### config.mk
export PLATFORM = sky130hd
export DESIGN_NAME = toy_bpu_btb_arb_flat
export DESIGN_NICKNAME = d
export VERILOG_FILES = /design/src/rtl/toy_pack.sv /design/src/rtl/toy_bpu_btb_arb_if.sv /design/src/rtl/toy_bpu_btb_upd_fifo.sv /design/src/rtl/toy_bpu_btb_arb.sv /design/src/flat_wrapper.sv
export SDC_FILE = /design/constraint.sdc
export NUM_CORES = 1
export LEC_CHECK = 0
export CAP_MARGIN = 30
export CORE_ASPECT_RATIO = 0.9
export CORE_MARGIN = 1.5
export CORE_UTILIZATION = 40
export CTS_BUF_LIST = sky130_fd_sc_hd__clkbuf_8
export DETAILED_ROUTE_END_ITERATION = 8
export PLACE_DENSITY = 0.65
export SYNTH_ARGS = -nofsm -noshare
export SYNTH_HDL_FRONTEND = slang
export SYNTH_SLANG_ARGS = --single-unit
export TNS_END_PERCENT = 20
### constraint.sdc
create_clock -name clk -period 5.98 [get_ports clk]
set_clock_uncertainty 0.1 [all_clocks]
set_input_delay 1.794 -clock clk [delete_from_list [all_inputs] [get_ports clk]]
set_output_delay 1.794 -clock clk [all_outputs]
set_load 0.02 [all_outputs]
### src/rtl/toy_pack.sv
// toy_pack: shared BTB arbiter types (update request payload, arbiter state encoding)
package toy_pack;
  localparam int BTB_IDX_W = 10;
  localparam int BTB_WAY_NUM = 4;
  localparam int BTB_ENTRY_W = 64;
  typedef enum logic [1:0] {RST_WAIT, INIT, RUN, FLUSH} btb_arb_state_e;
  typedef struct packed {
    logic [BTB_IDX_W-1:0] idx;
    logic [BTB_WAY_NUM-1:0] way;
    logic [BTB_ENTRY_W-1:0] data;
  } btb_upd_req_pkg;
endpackage

### src/rtl/toy_bpu_btb_arb_if.sv
// toy_bpu_btb_arb_if: lookup/update requester, memory port and read-ack bundle of the BTB arbiter
interface toy_bpu_btb_arb_if #(
  parameter int IDX_W = 10,
  parameter int WAY_NUM = 4,
  parameter int ENTRY_W = 64
);
  logic lkp_vld;
  logic lkp_rdy;
  logic [IDX_W-1:0] lkp_idx;
  logic upd_vld;
  logic upd_rdy;
  logic [IDX_W-1:0] upd_idx;
  logic [WAY_NUM-1:0] upd_way;
  logic [ENTRY_W-1:0] upd_wdata;
  logic flush_req;
  logic busy;
  logic mem_req_vld;
  logic [WAY_NUM-1:0] mem_req_wren;
  logic [IDX_W-1:0] mem_req_addr;
  logic [ENTRY_W-1:0] mem_req_wdata;
  logic rd_ack_vld;
  logic [IDX_W-1:0] rd_ack_idx;
  modport slave (
    input lkp_vld, lkp_idx, upd_vld, upd_idx, upd_way, upd_wdata, flush_req,
    output lkp_rdy, upd_rdy, busy, mem_req_vld, mem_req_wren, mem_req_addr, mem_req_wdata,
    rd_ack_vld, rd_ack_idx
  );
  modport master (
    output lkp_vld, lkp_idx, upd_vld, upd_idx, upd_way, upd_wdata, flush_req,
    input lkp_rdy, upd_rdy, busy, mem_req_vld, mem_req_wren, mem_req_addr, mem_req_wdata,
    rd_ack_vld, rd_ack_idx
  );
endinterface

### src/rtl/toy_bpu_btb_upd_fifo.sv
// toy_bpu_btb_upd_fifo: power-of-2 FIFO with sync clear and a key match over the top KW bits of live entries
module toy_bpu_btb_upd_fifo #(
  parameter int DEPTH = 4,
  parameter int W = 8,
  parameter int KW = 1
) (
  input logic clk,
  input logic rst_n,
  input logic clr,
  input logic push,
  input logic pop,
  input logic [W-1:0] din,
  input logic [KW-1:0] key,
  output logic [W-1:0] dout,
  output logic full,
  output logic empty,
  output logic hit
);
  localparam int AW = $clog2(DEPTH);
  logic [AW:0] wp, rp, cnt;
  logic [DEPTH-1:0][W-1:0] mem;
  assign cnt = wp - rp;
  assign empty = cnt == '0;
  assign full = cnt == (AW+1)'(DEPTH);
  assign dout = mem[rp[AW-1:0]];
  always_ff @(posedge clk or negedge rst_n)
    if (!rst_n) begin
      wp <= '0;
      rp <= '0;
    end else if (clr) begin
      wp <= '0;
      rp <= '0;
    end else begin
      wp <= push ? wp + 1'b1 : wp;
      rp <= pop ? rp + 1'b1 : rp;
    end
  always_ff @(posedge clk)
    if (push && !clr) mem[wp[AW-1:0]] <= din;
  // an entry is live when its distance from the read pointer is below the occupancy
  always_comb begin
    hit = 1'b0;
    for (int i = 0; i < DEPTH; i++)
      hit = hit | (({1'b0, AW'(i) - rp[AW-1:0]} < cnt) && mem[i][W-1 -: KW] == key);
  end
endmodule

### src/rtl/toy_bpu_btb_arb.sv
// toy_bpu_btb_arb: BTB SRAM port owner (zero sweep, update FIFO, starvation-limited arbitration); BTB_ARB_HAZARD_EN holds lookups behind queued same-index updates
module toy_bpu_btb_arb
  import toy_pack::*;
#(
  parameter int IDX_W = 10,
  parameter int WAY_NUM = 4,
  parameter int ENTRY_W = 64,
  parameter int QDEPTH = 4,
  parameter int STARVE_MAX = 8
) (
  input logic clk,
  input logic rst_n,
  toy_bpu_btb_arb_if.slave bus
);
  localparam int SW = $clog2(STARVE_MAX + 1);
`ifdef BTB_ARB_HAZARD_EN
  localparam bit HAZ = 1'b1;
`else
  localparam bit HAZ = 1'b0;
`endif
  typedef struct packed {
    logic [IDX_W-1:0] idx;
    logic [WAY_NUM-1:0] way;
    logic [ENTRY_W-1:0] data;
  } upd_t;
  btb_arb_state_e state, state_nx;
  logic [IDX_W-1:0] sweep_cnt;
  logic [SW-1:0] starve_cnt;
  logic sweep, run, clr, push, force_wr, rd_iss, full, empty, hit, hz;
  upd_t head, din;
  assign din = '{idx: bus.upd_idx, way: bus.upd_way, data: bus.upd_wdata};
  assign hz = HAZ && bus.lkp_vld && hit;
  toy_bpu_btb_upd_fifo #(.DEPTH(QDEPTH), .W($bits(upd_t)), .KW(IDX_W)) u_fifo (
    .clk(clk),
    .rst_n(rst_n),
    .clr(clr),
    .push(push),
    .pop(force_wr),
    .din(din),
    .key(bus.lkp_idx),
    .dout(head),
    .full(full),
    .empty(empty),
    .hit(hit)
  );
  always_ff @(posedge clk or negedge rst_n)
    if (!rst_n) state <= RST_WAIT;
    else state <= state_nx;
  always_comb begin
    sweep = state == INIT || state == FLUSH;
    run = state == RUN;
    clr = run && bus.flush_req;
    force_wr = run && !empty && (starve_cnt == SW'(STARVE_MAX) || !bus.lkp_vld || hz);
    rd_iss = run && !force_wr && bus.lkp_vld;
    state_nx = state == RST_WAIT ? INIT : sweep && &sweep_cnt ? RUN : clr ? FLUSH : state;
    bus.busy = !run;
    bus.lkp_rdy = run && !force_wr;
    bus.upd_rdy = run && !full;
    push = bus.upd_vld && bus.upd_rdy;
    bus.mem_req_vld = sweep || force_wr || rd_iss;
    bus.mem_req_wren = sweep ? '1 : force_wr ? head.way : '0;
    bus.mem_req_addr = sweep ? sweep_cnt : force_wr ? head.idx : rd_iss ? bus.lkp_idx : '0;
    bus.mem_req_wdata = force_wr ? head.data : '0;
  end
  // starvation counts only lookups that win while an update is waiting
  always_ff @(posedge clk or negedge rst_n)
    if (!rst_n) begin
      sweep_cnt <= '0;
      starve_cnt <= '0;
      bus.rd_ack_vld <= 1'b0;
      bus.rd_ack_idx <= '0;
    end else begin
      sweep_cnt <= sweep ? sweep_cnt + 1'b1 : '0;
      starve_cnt <= (clr || force_wr || empty) ? '0 :
                    (rd_iss && starve_cnt != SW'(STARVE_MAX)) ? starve_cnt + 1'b1 : starve_cnt;
      bus.rd_ack_vld <= rd_iss;
      bus.rd_ack_idx <= rd_iss ? bus.lkp_idx : bus.rd_ack_idx;
    end
endmodule

### src/flat_wrapper.sv
// flat-port wrapper written by rule: the top's interface ports become plain ports
module toy_bpu_btb_arb_flat import toy_pack::*;
#(
  parameter int IDX_W = 10,
  parameter int WAY_NUM = 4,
  parameter int ENTRY_W = 64,
  parameter int QDEPTH = 4,
  parameter int STARVE_MAX = 8
)
  (clk, rst_n, bus_lkp_vld, bus_lkp_idx, bus_upd_vld, bus_upd_idx, bus_upd_way, bus_upd_wdata, bus_flush_req, bus_lkp_rdy, bus_upd_rdy, bus_busy, bus_mem_req_vld, bus_mem_req_wren, bus_mem_req_addr, bus_mem_req_wdata, bus_rd_ack_vld, bus_rd_ack_idx);
  toy_bpu_btb_arb_if #(.IDX_W(IDX_W), .WAY_NUM(WAY_NUM), .ENTRY_W(ENTRY_W)) bus_i ();
  input logic clk;
  input logic rst_n;
  input wire logic [$bits(bus_i.lkp_vld)-1:0] bus_lkp_vld;
  input wire logic [$bits(bus_i.lkp_idx)-1:0] bus_lkp_idx;
  input wire logic [$bits(bus_i.upd_vld)-1:0] bus_upd_vld;
  input wire logic [$bits(bus_i.upd_idx)-1:0] bus_upd_idx;
  input wire logic [$bits(bus_i.upd_way)-1:0] bus_upd_way;
  input wire logic [$bits(bus_i.upd_wdata)-1:0] bus_upd_wdata;
  input wire logic [$bits(bus_i.flush_req)-1:0] bus_flush_req;
  output wire logic [$bits(bus_i.lkp_rdy)-1:0] bus_lkp_rdy;
  output wire logic [$bits(bus_i.upd_rdy)-1:0] bus_upd_rdy;
  output wire logic [$bits(bus_i.busy)-1:0] bus_busy;
  output wire logic [$bits(bus_i.mem_req_vld)-1:0] bus_mem_req_vld;
  output wire logic [$bits(bus_i.mem_req_wren)-1:0] bus_mem_req_wren;
  output wire logic [$bits(bus_i.mem_req_addr)-1:0] bus_mem_req_addr;
  output wire logic [$bits(bus_i.mem_req_wdata)-1:0] bus_mem_req_wdata;
  output wire logic [$bits(bus_i.rd_ack_vld)-1:0] bus_rd_ack_vld;
  output wire logic [$bits(bus_i.rd_ack_idx)-1:0] bus_rd_ack_idx;
  assign bus_i.lkp_vld = bus_lkp_vld;
  assign bus_i.lkp_idx = bus_lkp_idx;
  assign bus_i.upd_vld = bus_upd_vld;
  assign bus_i.upd_idx = bus_upd_idx;
  assign bus_i.upd_way = bus_upd_way;
  assign bus_i.upd_wdata = bus_upd_wdata;
  assign bus_i.flush_req = bus_flush_req;
  assign bus_lkp_rdy = bus_i.lkp_rdy;
  assign bus_upd_rdy = bus_i.upd_rdy;
  assign bus_busy = bus_i.busy;
  assign bus_mem_req_vld = bus_i.mem_req_vld;
  assign bus_mem_req_wren = bus_i.mem_req_wren;
  assign bus_mem_req_addr = bus_i.mem_req_addr;
  assign bus_mem_req_wdata = bus_i.mem_req_wdata;
  assign bus_rd_ack_vld = bus_i.rd_ack_vld;
  assign bus_rd_ack_idx = bus_i.rd_ack_idx;
  toy_bpu_btb_arb #(.IDX_W(IDX_W), .WAY_NUM(WAY_NUM), .ENTRY_W(ENTRY_W), .QDEPTH(QDEPTH), .STARVE_MAX(STARVE_MAX)) u_core (.clk(clk), .rst_n(rst_n), .bus(bus_i));
endmodule
==> impl_metrics.tcl, run 1 <==
set metrics [dict create \
    critPathRequiredTime_ns 4.09 \
    start_kind "input pin" \
    antenna_found_initial 2 \
    outcome "completed" \
    syn-num-nets 761 \
    path_clk_slew_ns 0.06 \
    post_cts_buffers 0 \
    fp.dieW_microns 197 \
    hpwl_mm 16.0 \
    maxSlewViolCount 0 \
    wire_per_inst_microns 20.3 \
    start_util 0.409 \
    ys_seq_area_frac 0.753 \
    finalCritPeriodShare 0.976 \
    port_buffers 185 \
    detailed_place.area_sq_um 16000 \
    finalHoldViolCount 0 \
    grt_pass1_wl_mm 42.1 \
    r2r_cells 8 \
    grt_usage 0.158 \
    slowest_stage "clkdlybuf4s50_1" \
    wirelength_mm 27.3 \
    synth-edff-count 312 \
    maxCapViolCount 0 \
    crit_buf_inv 2 \
    hold_buffers 0 \
    core-area_sq_um 33100 \
    path_class "input pin to output port" \
    cts.path.max_buffers 3 \
    crit_chain "clkdlybuf4s50_1 > o21ai_0 > o21a_4 > nor2_4 > a221o_1 > clkdlybuf4s50_1" \
    finalWeightedCongestion 0.766 \
    synth.cell_area_sq_um 13500 \
    n_fill_cell 2685 \
    whs_ns 0.405 \
    post-route-min-period_ns 5.84 \
    syn_area_per_cell_sq_um 20.6 \
    synth-seq-cells 345 \
    hold-path-cell-count 1 \
    cpMostUsedCell "clkdlybuf4s50_1" \
    seqCellArea_sq_um 10200 \
    final.setup.tns_ns 0 \
    final_core_util 0.513 \
    clk_latency_ns 0.59 \
    synth_warnings 0 \
    endpoint_kind "output port" \
    holdCritPathClass "flip-flop to flip-flop" \
    cp.arrival_ns 3.95 \
    grt_pass1_vias 7356 \
    ant_nets 0 \
    first_iter_violations 354 \
    ir_drop_uv 215 \
    num-nets-final 987 \
    critical-path-top-delay-family "buffers and inverters" \
    power.leakage_nw 5.57 \
    cts_max_level 2 \
    num_io_pins 186 \
    die-height_microns 178 \
    first_pass_iters 4 \
    rsz0062_at_grt "no" \
    cts_buffers 57 \
    power.density_nw_per_um2 268 \
    multiInputGateArea_sq_um 3190 \
    path_max_fanout 17 \
    overflow 0 \
    synth-async-reset-ratio 0.0957 \
    cts_resized 0 \
    diodes 0 \
    ys_types 40 \
    grt_max_degree 81 \
    clock.fmax_ghz 0.171 \
    drc 0 \
    root_buffer "clkbuf_8" \
    relSlewSlack 0.437 \
    syn_inst 658 \
    max_stage_delay_ns 0.60 \
    core.rowCount 63 \
    area.growth.synth_to_final_pct 25.4 \
    final_area_sq_um 17000 \
    tightest_slew_ns 0.845 \
    clock-sinks 345 \
    fp.dieArea_sq_um 35000 \
    drive_gt1_frac 0.201 \
    mostFrequentLayoutCell "edfxtp_1" \
    dr_total_vias 6881 \
    cp.depth 6 \
    final_cell_mix "edfxtp_1 (312), clkdlybuf4s50_1 (185), nor2b_1 (78), mux4_2 (78), clkbuf_8 (57)" \
    cts_tree "done" \
    setup_violations 0 \
    vias_per_cell 5.10 \
    ys.flop_type "edfxtp_1" \
]
[per-stage QoR]
step           worst slack [ns]  std cells  power (mW)
2_1_floorplan              1.24        658        2.68
4_1_cts                   0.137       1348        4.61
3_3_place_gp              0.208       1247        2.77
3_5_place_dp              0.151       1247        2.77
5_1_grt                  0.0136       1348        4.72
6_report                  0.141       1348        4.56
[area by class of cell]
| class | instances | share of cell area |
|---|---|---|
| sequential | 345 | 0.600 |
| multi-input combinational | 274 | 0.188 |
| timing repair buffer | 199 | 0.120 |
| clock buffer | 57 | 0.0462 |
| tap | 422 | 0.0311 |
| clock inverter | 44 | 0.0126 |
| inverter | 7 | 0.00169 |
[logic make-up (layout without fill, tap and decap cells)]
| logic type | after synthesis | in the layout | share of synthesized area |
|---|---|---|---|
| AO/OA/AOI/OAI | 34 | 34 | 0.0205 |
| XOR/XNOR | 13 | 13 | 0.00951 |
| adder cells (fa/ha/maj) | 10 | 10 | 0.00924 |
| buffers and inverters | 39 | 307 | 0.0131 |
| flip-flops | 345 | 345 | 0.753 |
| multiplexers | 90 | 90 | 0.140 |
| AND/OR/NAND/NOR | 127 | 127 | 0.0547 |
[cell usage after synthesis (5+ instances only)]
master,n,share of area
dfrtp_1,33,0.061
a21oi_1,5,0.0018
nor2_1,6,0.0017
edfxtp_1,312,0.69
buf_2,13,0.0048
xnor2_1,6,0.0039
mux4_2,78,0.13
a221o_1,10,0.0074
nor2b_1,78,0.036
mux2_2,7,0.0058
and2_1,12,0.0055
xor2_1,5,0.0032
ha_1,10,0.0092
clkbuf_1,16,0.0044
inv_1,7,0.0019
nand3_1,6,0.0022
nand2_1,14,0.0039
[layer usage]
layer,wire length (microns),global-route usage,vias to the layer above
li1,-,-,3102
met1,12500,0.218,3541
met2,12800,0.248,188
met3,1610,0.0418,46
met4,463,0.0448,4
met5,27,0,-
[worst paths after layout]
check,from,endpoint,slack (ns)
max,bus_lkp_vld,bus_mem_req_addr[6],0.14
min,u_core.bus.rd_ack_idx[2]$_DFFE_PN0P_,u_core.bus.rd_ack_idx[2]$_DFFE_PN0P_,0.41
max reg2reg,u_core.u_fifo.rp[1]$_DFFE_PN0P_,u_core.u_fifo.mem[273]$_DFFE_PP_,2.34
min reg2reg,u_core.bus.rd_ack_idx[2]$_DFFE_PN0P_,u_core.bus.rd_ack_idx[2]$_DFFE_PN0P_,0.41
max in group asynchronous,rst_n,u_core.u_fifo.rp[0]$_DFFE_PN0P_,3.92
min in group asynchronous,rst_n,u_core.bus.rd_ack_idx[2]$_DFFE_PN0P_,1.51
[power by group]
part | switching [mW] | internal, mW
Sequential | 0 | 2.63
Clock | 0.909 | 0.929
Combinational | 0.0368 | 0.0547
[flip-flops by register name, indices dropped and copies added (netlist names)]
signal and cells:
u_core.bus.rd_ack_idx 10, u_core.state 2, u_core.sweep_cnt 10, u_core.u_fifo.rp 3, u_core.bus.rd_ack_vld 1, u_core.u_fifo.wp 3, u_core.starve_cnt 4, u_core.u_fifo.mem 312
(Power assumes the default switching activity.)
==> inputs of run 2 (changes only) <==
GPL_TIMING_DRIVEN = 0   (was default)
==> impl_metrics.tcl, run 2 (synthesized netlist as in run 1, its figures left out) <==
set metrics [dict create \
    hpwl_mm 17.1 \
    dp_cells 1269 \
    first_iter_violations 378 \
    outcome "completed" \
    hold-path-cell-count 1 \
    power.leakage_nw 5.99 \
    start_kind "input pin" \
    final_cells 1366 \
    root_buffer "clkbuf_8" \
    ir_drop_uv 195 \
    cts.path.max_buffers 3 \
    setup_ws_ns 0.138 \
    dr_total_vias 6906 \
    area.growth.synth_to_final_pct 26.1 \
    mostFrequentLayoutCell "edfxtp_1" \
    core-area_sq_um 33100 \
    r2r_cells 8 \
    grt_pass1_vias 7383 \
    maxSlewViolCount 0 \
    n_fill_cell 2737 \
    clock-sinks 345 \
    final_area_sq_um 17100 \
    power.density_nw_per_um2 265 \
    detailed_place.area_sq_um 16000 \
    place_ws_ns -0.528 \
    relSlewSlack 0.433 \
    finalCritPeriodShare 0.977 \
    antenna_found_initial 2 \
    cts_max_level 2 \
    tightest_slew_ns 0.850 \
    num_io_pins 186 \
    path_max_fanout 10 \
    grt_pass1_wl_mm 42.3 \
    start_util 0.409 \
    clock.fmax_ghz 0.171 \
    final_core_util 0.516 \
    path_clk_slew_ns 0.05 \
    holdCritPathClass "flip-flop to flip-flop" \
    final.setup.tns_ns 0 \
    finalHoldViolCount 0 \
    critPathRequiredTime_ns 4.09 \
    cp.arrival_ns 3.95 \
    die-height_microns 178 \
    drc 0 \
    num-nets-final 1005 \
    maxCapViolCount 0 \
    grt_max_degree 46 \
    ant_nets 0 \
    first_pass_iters 5 \
    clk_latency_ns 0.58 \
    core.rowCount 63 \
    path_class "input pin to output port" \
    fp.dieW_microns 197 \
    drive_gt1_frac 0.208 \
    port_buffers 185 \
    cts_tree "done" \
    cts_buffers 55 \
    endpoint_kind "output port" \
    wire_per_inst_microns 20.1 \
    largest_reg_flops 312 \
    fp.dieArea_sq_um 35000 \
    finalWeightedCongestion 0.774 \
    final_cell_mix "edfxtp_1 (312), clkdlybuf4s50_1 (161), nor2b_1 (78), mux4_2 (78), clkbuf_8 (61)" \
    vias_per_cell 5.06 \
    overflow 0 \
    wirelength_mm 27.5 \
    post-route-min-period_ns 5.84 \
    grt_usage 0.161 \
    rsz0062_at_grt "no" \
    setup_violations 0 \
]
-- run 2: cell types whose count changed in the layout (fill, tap and decap cells not counted), moves of 6 or more --
cell,previous run,this run
clkdlybuf4s50_1,185,161
dlymetal6s2s_1,0,17
dlygate4sd2_1,0,6
buf_12,7,0
buf_2,0,13
clkbuf_1,0,9
buf_4,7,1
clkinv_1,16,8
-- run 2: through the flow --
stage,power (mW),hold slack [ns]
detailed placement,2.77,0.395
CTS,4.59,0.408
global route,4.71,0.421
global placement,2.77,0.392
floorplan,2.68,0.346
finish,4.53,0.404
-- run 2: where the power goes --
part	internal (mW)	switching [mW]	total (mW)
combinational	0.0540	0.0371	0.0911
clock	0.930	0.880	1.81
sequential	2.63	0	2.63
total	3.61	0.917	4.53
-- run 2: final cells by class --
class                           instances  area (sq um)  share of cell area
Inverter                                7          28.8             0.00169
Antenna cell                            1          2.50            0.000147
Tap cell                              422           528              0.0309
Clock buffer                           61           840              0.0492
Sequential cell                       345         10200               0.597
Clock inverter                         37           153             0.00894
Timing Repair Buffer                  189          1990               0.117
Multi-Input combinational cell        274          3180               0.186
Buffer                                 30           158             0.00923
-- run 2: final timing paths --
check	from	to	slack, ns
setup / recovery	bus_lkp_vld	bus_mem_req_wdata[31]	0.14
hold / removal	u_core.bus.rd_ack_idx[8]$_DFFE_PN0P_	u_core.bus.rd_ack_idx[8]$_DFFE_PN0P_	0.40
setup reg to reg	u_core.u_fifo.rp[1]$_DFFE_PN0P_	u_core.u_fifo.mem[107]$_DFFE_PP_	2.37
hold reg to reg	u_core.bus.rd_ack_idx[8]$_DFFE_PN0P_	u_core.bus.rd_ack_idx[8]$_DFFE_PN0P_	0.40
max in group asynchronous	rst_n	u_core.u_fifo.rp[1]$_DFFE_PN0P_	4.08
min in group asynchronous	rst_n	u_core.sweep_cnt[1]$_DFF_PN0_	1.20
-- run 2: critical path: stages --
cell and delay, ns:
clkdlybuf4s50_1 0.42, o21ai_1 0.20, o211ai_2 0.21, clkbuf_4 0.27, buf_2 0.23, nor2b_1 0.18, clkdlybuf4s50_1 0.63
-- run 2: metal layers --
metal  track usage  routed length (microns)  part of all wire
met2         0.260                    13200              0.48
met4        0.0442                      337             0.012
met1         0.217                    12300              0.45
met5             0                       13           0.00047
met3        0.0429                     1580             0.057
-- run 2: timing repair --
item | 4_1_cts | 5_1_grt
hold buffers | 0 | 0
cloned | 0 | 0
buffers inserted | 0 | 0
endpoints found under the hold margin | 0 | 0
setup endpoints to repair | 81 | 44
gates resized for setup | 13 | 20
pin swaps | 0 | 1
==> RTL change: new RTL, flow settings as in run 2 <==
The 4 states of `btb_arb_state_e` get a Gray code encoding in 2 bits.
--- a/src/rtl/toy_pack.sv
+++ b/src/rtl/toy_pack.sv
@@ -3,7 +3,7 @@
   localparam int BTB_IDX_W = 10;
   localparam int BTB_WAY_NUM = 4;
   localparam int BTB_ENTRY_W = 64;
-  typedef enum logic [1:0] {RST_WAIT, INIT, RUN, FLUSH} btb_arb_state_e;
+  typedef enum logic [1:0] {RST_WAIT = 2'b00, INIT = 2'b01, RUN = 2'b11, FLUSH = 2'b10} btb_arb_state_e;
   typedef struct packed {
     logic [BTB_IDX_W-1:0] idx;
     logic [BTB_WAY_NUM-1:0] way;
Behaviour: same outputs for any inputs over 10 cycles, from zero or initial values and one cycle with rst_n low; not proved beyond that.
==> RTL change against run 2 <==
- setup slack lost 0.025 ns
- non-clock buffer count grew 37
- cell area grew 2.9%
- clock power shrank 4%
- sequential power is essentially flat
- core utilization grew 0.30 points
- area after synthesis grew 1.3%
- worst hold slack lost 0.021 ns
- total power shrank 1.7%
- critical endpoint is now bus_mem_req_vld
- combinational power shrank 2.6%
- sequential share of layout area shrank 1.7 points
- routed wire length grew 4.3%
- critical path depth grew 1
- largest cell class unchanged
- sequential cell count is the same
- highest routed layer unchanged
- largest power group unchanged
==> RTL change: results (changes against run 2) <==
Status
  • Run status: complete, no violations

Routing
  • Via density: 4.972 (-1.7%)
  • Vias: 7314 (+5.9%)
  • DR pass1 iterations: 4 (-1)
  • Iter 0 DRT Violations: 340 (-10%)
  • Routed WL: 28670 microns (+4.3%)

Final layout
  • # fillers: 2797 (+2.2%)
  • Share of cells above drive strength 1: 0.2180 (+0.01019)
  • # diodes: 0 (-1)
  • Nets: 1076 (+7.1%)

Synth
  • Yosys cell types: 49 (+23%)
  • Complex-gate fraction of the synthesized area: 0.02725 (+0.006747)
  • Syn Nets: 797 (+4.7%)
  • Adder-cell share of the synthesized area: 0.01094 (+0.001701)
  • Register area share after synthesis: 0.7427 (-0.009947)
  • Avg Inst Size Synth: 19.84 sq um (-3.6%)
  • Mux share of post-synthesis cell area: 0.1407 (+0.0004243)
  • Main area contributors after synthesis: edfxtp_1 68%, mux4_2 13%, dfrtp_1 6.0%
  • Predominant post-synthesis flop cell: edfxtp_1
  • XOR/XNOR Fraction of Synth Area: 0.005651 (-0.003863)

Critical path
  • Worst path max stage delay: 0.55 ns (-0.08 ns)
  • Worst-case reg-to-reg path depth: 13 (+5)
  • Worst Setup SP: bus_lkp_vld
  • Arr. time, crit path: 3.97 ns (+0.02 ns)

Placed design
  • Placed inst area: 0.01660 sq mm (+3.5%)
  • DP HPWL: 19960 microns (+17%)

Power and ir drop
  • P_leak: 0.005847 uW (-2.4%)
  • Peak VDD IR: 0.0001723 V (-12%)

Global route
  • Initial antenna violation count: 1 (-1)
  • Global-route wire length before repair: 44230 microns (+4.5%)
  • Largest net degree at the start of global routing: 34 (-26%)
  • Total global-route track usage: 0.1670 (+0.005882)
  • Number of global-route vias before repair: 7756 (+5.1%)

Clock tree
  • Cts bufs inserted: 56 (+1.8%)

Hold path
  • Min-delay src: u_core.sweep_cnt[0]

Timing
  • Max-slew headroom: 0.4632 (+0.02988)
## RTL change: worst paths after layout
check | slack (ns) | end
min | 0.38 | u_core.sweep_cnt[0]
min reg2reg | 0.38 | u_core.sweep_cnt[0]
max in group asynchronous | 4.12 | u_core.sweep_cnt[2]
min in group asynchronous | 1.17 | u_core.starve_cnt[3]
max reg2reg | 1.91 | u_core.u_fifo.mem[170]
max | 0.11 | bus_mem_req_vld
## RTL change: layer usage
layer,share of wire,global-route usage
met1,0.43,0.2166
met2,0.48,0.2734
met3,0.068,0.04740
met4,0.021,0.05153
met5,0.00038,0
## RTL change: cell families (layout without fill, tap and decap cells)
logic type | count (synthesis) | count (layout)
flops | 345 | 345
simple gates | 137 | 137
mux | 91 | 91
compound gates | 52 | 52
buf+inv | 47 | 364
fa+ha+maj | 12 | 12
xor+xnor | 8 | 8
## RTL change: cell type report
type / instances / area [sq um] / share of cell area
clock buffer: 57 / 784.5 / 0.04464
inverter: 12 / 45.04 / 0.002563
tap: 462 / 578.1 / 0.03289
multi-input combinational: 300 / 3351 / 0.1907
buffer: 34 / 167.7 / 0.009540
sequential: 345 / 10190 / 0.5801
clock inverter: 39 / 158.9 / 0.009042
timing repair buffer: 222 / 2295 / 0.1306
## RTL change: per-stage QoR
step	setup TNS [ns]	worst slack (ns)
2_1_floorplan	-784.89	-2.516
3_3_place_gp	-2542.06	-8.339
3_5_place_dp	-10.52	-0.2512
4_1_cts	0	0.03697
5_1_grt	0	0.02140
6_report	0	0.1133
## RTL change: power by group
group	switching [uW]	internal, uW	total, uW
Sequential	0	2630	2630
Combinational	35.3	53.4	88.7
Clock	862	874	1740
Total	897	3560	4450
## RTL change: repair_timing
| action | 4_1_cts | 5_1_grt |
|---|---|---|
| buffers inserted | 1 | 0 |
| endpoints found under the setup margin | 81 | 6 |
| pin swaps | 1 | 0 |
| resized for setup | 7 | 3 |
## RTL change: worst register-to-register path: cells and delay by family (launching register included)
| kind | cells | cell delay, ns |
|---|---|---|
| AND/OR/NAND/NOR | 2 | 1.00 |
| buffers and inverters | 8 | 1.48 |
| flip-flops | 1 | 0.35 |
| AO/OA/AOI/OAI | 1 | 0.37 |
| adder cells (fa/ha/maj) | 1 | 0.18 |
| XOR/XNOR | 1 | 0.29 |
